### config.mk
export PLATFORM = sky130hd
export DESIGN_NAME = lab_stream_ctrl
export DESIGN_NICKNAME = d
export VERILOG_FILES = /design/src/rtl/lab_stream_ctrl_pkg.sv /design/src/rtl/lab_stream_ctrl_out_fifo.sv /design/src/rtl/lab_stream_ctrl.sv
export SDC_FILE = /design/constraint.sdc
export NUM_CORES = 1
export LEC_CHECK = 0
export CORE_MARGIN = 4
export CORE_UTILIZATION = 60
export DETAILED_ROUTE_END_ITERATION = 8
export PLACE_DENSITY = 0.8
export SETUP_SLACK_MARGIN = 0.5
export SLEW_MARGIN = 10
export SYNTH_ARGS = -nofsm -noshare
export SYNTH_HDL_FRONTEND = slang
export SYNTH_SLANG_ARGS = --single-unit
### constraint.sdc
create_clock -name clock -period 7.5 [get_ports clock]
set_input_delay 1.125 -clock clock [delete_from_list [all_inputs] [get_ports clock]]
set_output_delay 1.125 -clock clock [all_outputs]
set_load 0.05 [all_outputs]
### src/rtl/lab_stream_ctrl_pkg.sv
// Shared definitions for the lab_stream_ctrl slice.
//   LAB_DSIZE / LAB_LATENCY / LAB_FIFO_DEPTH : default sizing
//   TAG_VLD / TAG_SOF / TAG_EOL              : bit positions inside an in-flight tag
//   state_t                                  : sequencer states
//   make_tag()                               : builds a valid tag from frame sideband
package lab_stream_ctrl_pkg;

  localparam int LAB_DSIZE      = 16;
  localparam int LAB_LATENCY    = 12;
  localparam int LAB_FIFO_DEPTH = 16;

  localparam int TAG_W   = 3;
  localparam int TAG_VLD = 2;
  localparam int TAG_SOF = 1;
  localparam int TAG_EOL = 0;

  typedef enum logic [1:0] {
    ST_IDLE  = 2'd0,
    ST_RUN   = 2'd1,
    ST_FLUSH = 2'd2
  } state_t;

  function automatic logic [TAG_W-1:0] make_tag(input logic sof, input logic eol);
    logic [TAG_W-1:0] t;
    t          = '0;
    t[TAG_VLD] = 1'b1;
    t[TAG_SOF] = sof;
    t[TAG_EOL] = eol;
    return t;
  endfunction

endpackage

### src/rtl/lab_stream_ctrl_out_fifo.sv
// lab_out_fifo: synchronous first-word-fall-through FIFO for Lab results.
//   clk, rst_n : clock, asynchronous active-low reset
//   clr        : synchronous clear of pointers and count (wins over wr/rd)
//   wr, wdata  : push; ignored when full unless a pop happens the same edge
//   rd         : pop the head; ignored when empty
//   rdata      : head entry, forced to 0 while empty
//   cnt        : number of stored entries
//   full/empty : status flags derived from cnt
module lab_out_fifo #(
  parameter int WIDTH = 50,
  parameter int DEPTH = 16
) (
  input  logic                       clk,
  input  logic                       rst_n,
  input  logic                       clr,
  input  logic                       wr,
  input  logic [WIDTH-1:0]           wdata,
  input  logic                       rd,
  output logic [WIDTH-1:0]           rdata,
  output logic [$clog2(DEPTH+1)-1:0] cnt,
  output logic                       full,
  output logic                       empty
);

  localparam int AW = (DEPTH > 1) ? $clog2(DEPTH) : 1;
  localparam int CW = $clog2(DEPTH + 1);

  logic [WIDTH-1:0] r_mem [DEPTH];
  logic [AW-1:0]    r_wr_ptr;
  logic [AW-1:0]    r_rd_ptr;
  logic [CW-1:0]    r_cnt;
  logic             w_do_rd;
  logic             w_do_wr;

  // Pointers wrap explicitly so non-power-of-two depths work.
  function automatic logic [AW-1:0] ptr_inc(input logic [AW-1:0] p);
    return (p == AW'(DEPTH - 1)) ? '0 : p + AW'(1);
  endfunction

  assign empty   = (r_cnt == '0);
  assign full    = (r_cnt == CW'(DEPTH));
  assign cnt     = r_cnt;
  assign w_do_rd = rd & ~empty;
  // When full, a same-edge pop frees the head slot, which is exactly where
  // the write pointer sits, so the write may proceed.
  assign w_do_wr = wr & (~full | w_do_rd);
  assign rdata   = empty ? '0 : r_mem[r_rd_ptr];

  always_ff @(posedge clk or negedge rst_n) begin
    if (!rst_n) begin
      r_wr_ptr <= '0;
      r_rd_ptr <= '0;
      r_cnt    <= '0;
    end else if (clr) begin
      r_wr_ptr <= '0;
      r_rd_ptr <= '0;
      r_cnt    <= '0;
    end else begin
      if (w_do_wr) r_wr_ptr <= ptr_inc(r_wr_ptr);
      if (w_do_rd) r_rd_ptr <= ptr_inc(r_rd_ptr);
      case ({w_do_wr, w_do_rd})
        2'b10:   r_cnt <= r_cnt + CW'(1);
        2'b01:   r_cnt <= r_cnt - CW'(1);
        default: r_cnt <= r_cnt;
      endcase
    end
  end

  always_ff @(posedge clk) begin
    if (w_do_wr && !clr) r_mem[r_wr_ptr] <= wdata;
  end

endmodule

### src/rtl/lab_stream_ctrl.sv
// lab_stream_ctrl: stream sequencer for the free-running RGB->CIE-Lab datapath.
// Accepts valid/ready RGB pixels, registers them onto dp_R/G/B, tracks each
// pixel through a LATENCY-stage tag shift register, and lands the datapath
// result plus frame sideband in an output FWFT FIFO. Admission is credit based
// (inflight + fifo_cnt < FIFO_DEPTH) so no result is lost under backpressure.
//   clock, rst_n          : clock, asynchronous active-low reset
//   s_valid/s_ready       : input handshake; s_r/s_g/s_b pixel, s_sof/s_eol sideband
//   flush                 : abort stream, discard in-flight and queued results
//   dp_R/dp_G/dp_B        : registered RGB into the datapath
//   dp_L/dp_A/dp_Bl       : Lab result from the datapath (dp_Bl is b*; dp_B is blue)
//   m_valid/m_ready       : output handshake; m_L/m_A/m_B result, m_sof/m_eol sideband
//   busy                  : state not idle, pixels in flight or results queued
//   ovf_err               : sticky, FIFO written while full without a pop
module lab_stream_ctrl
  import lab_stream_ctrl_pkg::*;
#(
  parameter int DSIZE      = LAB_DSIZE,
  parameter int LATENCY    = LAB_LATENCY,
  parameter int FIFO_DEPTH = LAB_FIFO_DEPTH
) (
  input  logic             clock,
  input  logic             rst_n,
  input  logic             s_valid,
  output logic             s_ready,
  input  logic [DSIZE-1:0] s_r,
  input  logic [DSIZE-1:0] s_g,
  input  logic [DSIZE-1:0] s_b,
  input  logic             s_sof,
  input  logic             s_eol,
  input  logic             flush,
  output logic [DSIZE-1:0] dp_R,
  output logic [DSIZE-1:0] dp_G,
  output logic [DSIZE-1:0] dp_B,
  input  logic [DSIZE-1:0] dp_L,
  input  logic [DSIZE-1:0] dp_A,
  input  logic [DSIZE-1:0] dp_Bl,
  output logic             m_valid,
  input  logic             m_ready,
  output logic [DSIZE-1:0] m_L,
  output logic [DSIZE-1:0] m_A,
  output logic [DSIZE-1:0] m_B,
  output logic             m_sof,
  output logic             m_eol,
  output logic             busy,
  output logic             ovf_err
);

  localparam int CW = $clog2(FIFO_DEPTH + 1);
  localparam int FW = 3 * DSIZE + 2;

  state_t                        r_state;
  state_t                        w_state_next;
  logic [LATENCY-1:0][TAG_W-1:0] r_tag;
  logic [LATENCY:0][TAG_W-1:0]   w_tag_shift;
  logic [TAG_W-1:0]              w_tag_in;
  logic [TAG_W-1:0]              w_exit_tag;
  logic [CW-1:0]                 r_inflight;
  logic                          r_ovf;
  logic [CW-1:0]                 w_fifo_cnt;
  logic                          w_fifo_full;
  logic                          w_fifo_empty;
  logic [CW:0]                   w_credit_used;
  logic                          w_issue;
  logic                          w_exit;
  logic                          w_pop;
  logic                          w_fifo_wr;
  logic [FW-1:0]                 w_fifo_wdata;
  logic [FW-1:0]                 w_fifo_rdata;

  // Every in-flight pixel owns a FIFO slot in advance, so a landing result
  // always finds room even if the consumer stalls for the whole latency.
  assign w_credit_used = {1'b0, r_inflight} + {1'b0, w_fifo_cnt};
  // Gated by rst_n so s_ready reads 0 while reset is held; flush blocks
  // admission combinationally in the cycle it is raised.
  assign s_ready = rst_n & ~flush & (r_state != ST_FLUSH)
                 & (w_credit_used < (CW+1)'(FIFO_DEPTH));
  assign w_issue = s_valid & s_ready;

  assign w_tag_in    = w_issue ? make_tag(s_sof, s_eol) : '0;
  assign w_tag_shift = {r_tag, w_tag_in};
  assign w_exit_tag  = r_tag[LATENCY-1];
  assign w_exit      = w_exit_tag[TAG_VLD];

  assign m_valid      = ~w_fifo_empty & (r_state != ST_FLUSH);
  assign w_pop        = m_valid & m_ready;
  assign w_fifo_wr    = w_exit & (r_state != ST_FLUSH);
  assign w_fifo_wdata = {dp_L, dp_A, dp_Bl, w_exit_tag[TAG_SOF], w_exit_tag[TAG_EOL]};
  assign {m_L, m_A, m_B, m_sof, m_eol} = w_fifo_rdata;

  assign busy    = (r_state != ST_IDLE) | (r_inflight != '0) | ~w_fifo_empty;
  assign ovf_err = r_ovf;

  always_ff @(posedge clock or negedge rst_n) begin
    if (!rst_n) begin
      dp_R <= '0;
      dp_G <= '0;
      dp_B <= '0;
    end else if (w_issue) begin
      dp_R <= s_r;
      dp_G <= s_g;
      dp_B <= s_b;
    end
  end

  // Idle slots carry an all-zero tag, so stale datapath output is ignored.
  always_ff @(posedge clock or negedge rst_n) begin
    if (!rst_n) r_tag <= '0;
    else        r_tag <= w_tag_shift[LATENCY-1:0];
  end

  always_ff @(posedge clock or negedge rst_n) begin
    if (!rst_n) begin
      r_inflight <= '0;
    end else begin
      case ({w_issue, w_exit})
        2'b10:   r_inflight <= r_inflight + CW'(1);
        2'b01:   r_inflight <= r_inflight - CW'(1);
        default: r_inflight <= r_inflight;
      endcase
    end
  end

  always_ff @(posedge clock or negedge rst_n) begin
    if (!rst_n)                                      r_ovf <= 1'b0;
    else if (w_fifo_wr && w_fifo_full && !w_pop && !flush) r_ovf <= 1'b1;
  end

  always_ff @(posedge clock or negedge rst_n) begin
    if (!rst_n) r_state <= ST_IDLE;
    else        r_state <= w_state_next;
  end

  always_comb begin
    w_state_next = r_state;
    if (flush) begin
      w_state_next = ST_FLUSH;
    end else begin
      case (r_state)
        ST_IDLE:  if (w_issue) w_state_next = ST_RUN;
        ST_RUN:   if ((r_inflight == '0) && w_fifo_empty && !w_issue) w_state_next = ST_IDLE;
        ST_FLUSH: if (r_inflight == '0) w_state_next = ST_IDLE;
        default:  w_state_next = ST_IDLE;
      endcase
    end
  end

  lab_out_fifo #(
    .WIDTH (FW),
    .DEPTH (FIFO_DEPTH)
  ) u_out_fifo (
    .clk   (clock),
    .rst_n (rst_n),
    .clr   (flush),
    .wr    (w_fifo_wr),
    .wdata (w_fifo_wdata),
    .rd    (w_pop),
    .rdata (w_fifo_rdata),
    .cnt   (w_fifo_cnt),
    .full  (w_fifo_full),
    .empty (w_fifo_empty)
  );

endmodule

# ---- Yosys cells after proc, flatten, opt, wreduce, memory -nomap -nowiden
# Memory sizes are Yosys's and may differ from the RTL's.
# Index checks and enable logic that the tools add are counted.
dict set report op_classes {
  n_addsub 7
  magnitude_cmp 1
  eq_ne 13
  n_mux 18
  bitwise_logic 15
  n_reduce_logical 19
}
# op n
set op_table {}
lappend op_table {{two-way mux 50 bit} 1}
lappend op_table {{two-way mux 4 bit} 6}
lappend op_table {{case mux 5 bit (2 select lines)} 2}
lappend op_table {{adder 5 x 1 -> 5 bit (second input constant)} 2}
lappend op_table {{logical NOT 5 bit} 2}
lappend op_table {{subtractor 5 x 1 -> 5 bit (second input constant)} 2}
lappend op_table {{AND 1 bit} 9}
lappend op_table {{inequality test 3 bit (second input constant)} 3}
lappend op_table {{adder 4 x 1 -> 4 bit (second input constant)} 2}
lappend op_table {{equality test 4 bit (second input constant)} 2}
lappend op_table {{two-way mux 2 bit} 4}
lappend op_table {{nonzero test 2 bit} 4}
lappend op_table {{adder 5 x 5 -> 6 bit} 1}
lappend op_table {{equality test 2 x 1 -> 1 bit (second input constant)} 3}
lappend op_table {{equality test 2 bit (second input constant)} 3}
lappend op_table {{logical AND 1 bit} 6}
lappend op_table {{< comparator 6 x 5 -> 1 bit (second input constant)} 1}
lappend op_table {{case mux 2 bit (3 select lines)} 1}
lappend op_table {{equality test 5 bit (second input constant)} 1}
lappend op_table {{two-way mux 5 bit} 1}
lappend op_table {{nonzero test 5 bit} 1}
lappend op_table {{logical NOT 1 bit} 3}
lappend op_table {{two-way mux 3 bit} 1}
lappend op_table {{NOT 1 bit} 3}
lappend op_table {{6 further kinds} 9}
dict set report totals {
  ff_bits 105
  ramBits 800
  in_bits 103
  output_inout_bits 102
  word_cells 95
  memories 1
}
# memory depth word_bits read_ports rd_ports_with_merged_regs write_ports line_no
set mem_list {}
lappend mem_list {u_out_fifo.r_mem 16 50 1 0 1 lab_stream_ctrl_out_fifo.sv:28} ;# logic [WIDTH-1:0] r_mem [DEPTH];

# ---- Depth between registers and ports, before layout
# Gate-level depths: netlist of the first run.
dict set report logic_depth {
  word_depth 10
  depth_mapped 14
  depth_no_buf 12
}

# ---- Cells and area by module
# From an unflattened synthesis of the first run, not the netlist that was laid out.
dict set report hier_totals {
  hier_cells 1555
  hier_area_um2 34481.8
}
# module n_inst cells_per_inst area_each_um2 seq_area_each_um2
set by_module_without_submodules {}
lappend by_module_without_submodules {lab_out_fifo 1 1350 31133.6 24348.4}
lappend by_module_without_submodules {lab_stream_ctrl 1 205 3348.2 2302.2}

# ---- Worst setup path after synthesis of the first run
# Ideal clock, no wire load.
dict set report synth_timing {
  path_kind {input -> register}
  from {in m_ready}
  to {mem u_out_fifo.r_mem[3][0], enable pin}
  setup_ns 0.519
  arrival_ns 5.298
  t_required_ns 6.981
  slack_ns 1.682
  cell_stages 5
  n_path_buf 1
  cell_sequence {clkbuf_2 > nand2b_1 > o2111a_1 > nand2_1 > nor3_1}
}
dict set report synth_via {
  elab_chain_cells 7
}
# item line_no
set synth_rtl {}
lappend synth_rtl {{start: declaration} lab_stream_ctrl.sv:38} ;# input logic m_ready,
lappend synth_rtl {{AND 1 bit} lab_stream_ctrl.sv:85} ;# assign w_pop = m_valid & m_ready;
lappend synth_rtl {{AND 1 bit} lab_stream_ctrl_out_fifo.sv:43} ;# assign w_do_rd = rd & ~empty;
lappend synth_rtl {{bitwise OR 1 bit} lab_stream_ctrl_out_fifo.sv:46} ;# assign w_do_wr = wr & (~full | w_do_rd);
lappend synth_rtl {{AND 1 bit} lab_stream_ctrl_out_fifo.sv:46}
lappend synth_rtl {{logical AND 1 bit} lab_stream_ctrl_out_fifo.sv:70} ;# if (w_do_wr && !clr) r_mem[r_wr_ptr] <= wdata;
lappend synth_rtl {{two-way mux 1 bit} lab_stream_ctrl_out_fifo.sv:70}
lappend synth_rtl {{two-way mux 1 bit (implied by the code)} lab_stream_ctrl_out_fifo.sv:70}
lappend synth_rtl {{end: declaration} lab_stream_ctrl_out_fifo.sv:28}
# No other way between the ends.

# ---- Final worst setup path of the first run
dict set report layout_timing {
  from {reg u_out_fifo.r_cnt[1] (netlist: u_out_fifo.cnt[1])}
  to {out m_L[3]}
}
dict set report layout_via {
  elab_chain_cells 2
}
# item line_no
set layout_rtl {}
lappend layout_rtl {{start: declaration} lab_stream_ctrl_out_fifo.sv:31} ;# logic [CW-1:0] r_cnt;
lappend layout_rtl {{start signal: assignment} lab_stream_ctrl_out_fifo.sv:62} ;# 2'b10: r_cnt <= r_cnt + CW'(1);
lappend layout_rtl {{start signal: assignment} lab_stream_ctrl_out_fifo.sv:63} ;# 2'b01: r_cnt <= r_cnt - CW'(1);
lappend layout_rtl {{start signal: assignment} lab_stream_ctrl_out_fifo.sv:64} ;# default: r_cnt <= r_cnt;
lappend layout_rtl {{logical NOT 5 bit} lab_stream_ctrl_out_fifo.sv:40} ;# assign empty = (r_cnt == '0);
lappend layout_rtl {{two-way mux 50 bit} lab_stream_ctrl_out_fifo.sv:47} ;# assign rdata = empty ? '0 : r_mem[r_rd_ptr];
lappend layout_rtl {{end: declaration} lab_stream_ctrl.sv:39} ;# output logic [DSIZE-1:0] m_L,
# No other way between the ends.

==> impl_metrics.yaml, run 1 <==
layout:
  final_cell_mix: "edfxtp_1 (800), clkdlybuf4s50_1 (203), mux4_2 (200)"
  area_growth_pct: 16.6
  postLayoutCellArea_mm2: 0.0402
  final_common_cell: "edfxtp_1"
  drive_gt1_frac: 0.237
  post-route-util: 0.710
  fin_nets: 1922
sta:
  rsz0062_at_grt: "no"
  post-route-min-period_ns: 5.46
  fmax_ghz: 0.183
  worstMarginPinSlew_ns: 1.26
  period_share: 0.729
  finalClockSkew_ns: 0.0250
  finalSetupTns_ns: 0
  hold_viol_final: 0
  slew-limit-headroom: 0.160
  finalMaxSlewViolations: 0
  setup_viol: 0
floorplanning:
  core_mm2: 0.0566
  die_h_um: 248
  die_w_um: 248
  initial_core_util: 0.609
  io_pins: 205
  die_area_mm2: 0.0613
  rows: 87
worst_setup_path:
  r2r_end: "u_out_fifo.r_mem[10][24]"
  start_kind: "flip-flop"
  rr_worst_depth: 5
  r2r-start: "u_out_fifo.cnt[2]"
  crit_path_max_fanout: 29
  crit_arrival_ns: 4.34
  cp-end-kind: "primary output"
  required_ns: 6.38
  path_class: "reg -> out"
  reg2reg_slack_ns: 4.00
  setup.worst_path.end: "m_L[3]"
  startpoint: "u_out_fifo.cnt[1]"
synthesis:
  synth.avg_cell_area_um2: 22.1
  seq_area_frac_synth: 0.774
  synth_seq_cells: 905
  async_flop_share: 0.116
  synth_flop_cell: "edfxtp_1"
  synth_top_area_cell: "edfxtp_1"
  synth_edf_count: 800
  synth_area_mm2: 0.0344
  synth_cell_types: 61
  synthTopCellsByArea: "edfxtp_1 (70%), mux4_2 (13%), dfrtp_1 (7.6%)"
  yosysWarnings: 0
  synth_nets: 1677
  synth_top_area_share: 0.697
  synth_cells: 1556
route:
  num_vias: 17200
  wirelength_um: 79100
  drtIter0Drc: 2105
  viasPerCell: 6.55
  ant_nets: 0
  wire_per_inst_um: 30.1
  drc_errors: 0
  first_pass_iters: 5
clocking:
  cts_buffer_depth: 3
  cts_tree: "done"
  numCtsBuffers: 86
  ctsResizeCount: 0
  cts-root-buf: "clkbuf_16"
  cts_setup_buffers: 0
  clk_pin_slew_ns: 0.07
  h-tree-depth: 3
  cts_hold_buf: 0
  cts.sink_count: 905
  clock_latency_ns: 0.65
power:
  power_per_cell_area_mw_per_mm2: 277
  p_total_w: 0.0111
  p_leak_nw: 12.7
  peakVddDrop_v: 0.000269
grt:
  antenna_found_initial: 4
  grt-ovfl-total: 0
  grt_pass1_vias: 18600
  grt_pass1_wl_um: 118000
  grt_max_degree: 125
  grt_use_total: 0.264
placed_design:
  place_area_mm2: 0.0375
  hpwl_um: 40900
  gp_congestion: 0.780
  io_buffers: 204
run_status:
  outcome: "complete, no violations"
job:
  cap_violations: 0
worst_hold_path:
  hold_class: "reg -> reg"
where the power goes:
| part | switching, W | internal, W |
|---|---|---|
| registers | 0.000104 | 0.00564 |
| logic | 0.000750 | 0.000414 |
| clock network | 0.00189 | 0.00233 |
| total | 0.00275 | 0.00838 |
flip-flops by register name (all words and copies together) (netlist names):
register             flops
u_out_fifo.r_mem       800
r_tag                   33
dp_B                    16
dp_G                    16
dp_R                    16
r_inflight               5
u_out_fifo.cnt           5
u_out_fifo.r_rd_ptr      4
u_out_fifo.r_wr_ptr      4
w_exit_tag               3
r_state                  2
ovf_err                  1
layer usage:
| layer | global-route usage | routed length, um | vias to the layer above |
|---|---|---|---|
| li1 | - | - | 6972 |
| met1 | 0.360 | 29400 | 8991 |
| met2 | 0.427 | 39900 | 1106 |
| met3 | 0.0575 | 7390 | 152 |
| met4 | 0.101 | 2430 | 4 |
| met5 | 0 | 27 | - |
critical path, stage by stage (launching register included):
cell	delay, ns
dfrtp_1	0.46
or4_1	0.83
o21ai_4	0.93
buf_4	0.49
o21ai_0	0.20
clkdlybuf4s50_1	0.75
metrics by stage:
step / setup slack [ns] / hold WS, ns / std cells
2_1_floorplan: 1.68 / 0.331 / 1556
3_3_place_gp: 2.82 / 0.332 / 2469
3_5_place_dp: 2.72 / 0.335 / 2469
4_1_cts: 2.00 / 0.344 / 2628
5_1_grt: 1.77 / 0.351 / 2630
6_report: 2.04 / 0.343 / 2630
cells in the mapped netlist (13+ instances only):
cell type	count
dfrtp_1	105
ha_1	16
mux2_2	49
edfxtp_1	800
o21ai_0	48
buf_2	25
clkbuf_1	26
nor2_1	26
a22oi_1	50
mux4_2	200
nand2_1	17
buf_4	13
mux2i_1	55
logic make-up (layout without fill, tap and decap cells):
logic type / Yosys count / in the layout / synth area share
other: 0 / 2 / 0
flip-flops: 905 / 905 / 0.774
buffers and inverters: 91 / 407 / 0.0127
adder cells (fa/ha/maj): 18 / 18 / 0.00697
XOR/XNOR: 6 / 6 / 0.00153
AND/OR/NAND/NOR: 82 / 82 / 0.0124
multiplexers: 305 / 305 / 0.163
AO/OA/AOI/OAI: 149 / 149 / 0.0296
area by class of cell:
cell class / count / area [um2]
Sequential cell: 905 / 26700
Fill cell: 3266 / 16400
Multi-Input combinational cell: 560 / 7500
Timing Repair Buffer: 237 / 2310
Clock buffer: 99 / 2230
Tap cell: 756 / 946
Clock inverter: 60 / 490
Inverter: 11 / 41.3
Antenna cell: 2 / 5.00
worst min-delay path by stage:
stage	cells past startpoint	slack, ns	from	endpoint
floorplan	0	0.33	r_tag[7]	r_tag[10]
global placement	0	0.33	r_tag[0]	r_tag[3]
detailed placement	0	0.33	r_tag[16]	r_tag[19]
CTS	0	0.34	r_tag[16]	r_tag[19]
global route	0	0.35	r_tag[29]	r_tag[32]
finish	0	0.34	r_tag[32]	w_exit_tag[2]
Power figures use the tool's default switching activity.
==> run 2: changes to the inputs <==
CORE_UTILIZATION = 53   (was 60)
PLACE_DENSITY = 0.75   (was 0.8)
clock period = 4.9 ns   (was 7.5 ns; I/O delays follow)
==> impl_metrics.yaml, run 2 (synthesis results as in run 1) <==
placed_design:
  io_buffers: 204
  pre_cts_ws_ns: 0.956
  hpwl_um: 39400
  gp_congestion: 0.762
sta:
  fmax_ghz: 0.235
  worstMarginPinSlew_ns: 1.02
  finalMaxSlewViolations: 0
  hold_viol_final: 0
  slew-limit-headroom: 0.318
  finalClockSkew_ns: 0.0192
  finalSetupTns_ns: 0
  fin_ws_ns: 0.641
  post-route-min-period_ns: 4.26
  period_share: 0.869
  whs_ns: 0.341
  rsz0062_at_grt: "no"
  setup_viol: 0
worst_setup_path:
  path_class: "reg -> out"
  crit_arrival_ns: 3.52
  required_ns: 4.16
  crit_path_max_fanout: 29
  cp-end-kind: "primary output"
  rr_worst_depth: 11
  start_kind: "flip-flop"
floorplanning:
  initial_core_util: 0.535
  die_h_um: 263
  die_area_mm2: 0.0691
  core_mm2: 0.0643
  die_w_um: 263
  io_pins: 205
  rows: 93
route:
  viasPerCell: 6.11
  wire_per_inst_um: 27.4
  drc_errors: 0
  first_pass_iters: 5
  num_vias: 16800
  ant_nets: 0
  drtIter0Drc: 1520
  wirelength_um: 75600
layout:
  reg.largest.list: "u_out_fifo.r_mem x800, r_tag x33"
  regMostFlops: "u_out_fifo.r_mem"
  fin_nets: 1951
  area_growth_pct: 19.0
  drive_gt1_frac: 0.246
  final_cell_mix: "edfxtp_1 (800), mux4_2 (200), clkdlybuf4s50_1 (196)"
  final_common_cell: "edfxtp_1"
  largest_register_ff_count: 800
power:
  p_leak_nw: 13.1
  power_per_cell_area_mw_per_mm2: 421
  peakVddDrop_v: 0.000464
grt:
  grt_max_degree: 85
  grt-ovfl-total: 0
  grt_pass1_vias: 18100
  antenna_found_initial: 5
  grt_pass1_wl_um: 114000
  grt_use_total: 0.220
run_status:
  outcome: "complete, no violations"
worst_hold_path:
  hold_path_depth: 0
  hold_class: "reg -> reg"
clocking:
  clock_latency_ns: 0.65
  h-tree-depth: 3
  cts-root-buf: "clkbuf_16"
  numCtsBuffers: 91
  clk_pin_slew_ns: 0.06
  cts_buffer_depth: 3
  cts_tree: "done"
  cts.sink_count: 905
job:
  cap_violations: 0
run 2: layout make-up:
cell class                 instances  area (um2)
sequential                       905       26700
fill                            4163       23400
multi-input combinational        560        7520
timing repair buffer             261        2780
clock buffer                     114        2460
tap                              855        1070
clock inverter                    51         440
inverter                          11        41.3
antenna                            1        2.50
run 2: worst max-delay path, stage by stage, from the launching register on:
cell             delay (ns)
dfrtp_1                0.63
inv_1                  0.26
a211oi_4               0.27
buf_4                  0.51
a22oi_1                0.13
o21ai_0                0.19
clkdlybuf4s50_1        0.88
run 2: power by group:
| part | switching, W | internal [W] | leakage (nW) |
|---|---|---|---|
| Sequential | 0.000161 | 0.00863 | 8.58 |
| Combinational | 0.00114 | 0.000637 | 3.13 |
| Clock | 0.00284 | 0.00384 | 1.40 |
run 2: through the flow:
| stage | util | cells | instance area, um2 | power (W) |
|---|---|---|---|---|
| floorplan | - | 1556 | 34500 | 0.00999 |
| global placement | 0.590 | 2585 | 37900 | 0.0107 |
| detailed placement | 0.590 | 2585 | 37900 | 0.0107 |
| CTS | 0.637 | 2757 | 41000 | 0.0174 |
| global route | 0.637 | 2758 | 41000 | 0.0179 |
| finish | 0.637 | 2758 | 41000 | 0.0172 |
run 2: what timing repair did:
item | in CTS | in global routing
endpoints found under the hold margin | 21 | 0
resized for setup | 1 | 7
cloned | 1 | 0
buffers inserted | 5 | 0
pin swaps | 2 | 0
endpoints found under the setup margin | 32 | 7
hold buffers | 1 | 0
run 2: path summary, 6_finish.rpt:
| path | start | endpoint | slack [ns] |
|---|---|---|---|
| setup / recovery | u_out_fifo.cnt[4] | m_L[1] | 0.64 |
| hold / removal | r_tag[22] | r_tag[25] | 0.34 |
| min in group asynchronous | rst_n | dp_G[6] | 0.54 |
| setup reg to reg | u_out_fifo.cnt[4] | r_inflight[4] | 1.44 |
| max in group asynchronous | rst_n | dp_B[0] | 3.02 |
| hold reg to reg | r_tag[22] | r_tag[25] | 0.34 |
run 2: metal layers:
| metal | wire (um) | part of all wire | GRT usage | vias up |
|---|---|---|---|---|
| li1 | - | - | - | 7056 |
| met1 | 29100 | 0.39 | 0.293 | 8875 |
| met2 | 38100 | 0.50 | 0.368 | 782 |
| met3 | 6770 | 0.089 | 0.0569 | 119 |
| met4 | 1560 | 0.021 | 0.0622 | 8 |
| met5 | 54 | 0.00071 | 0 | - |
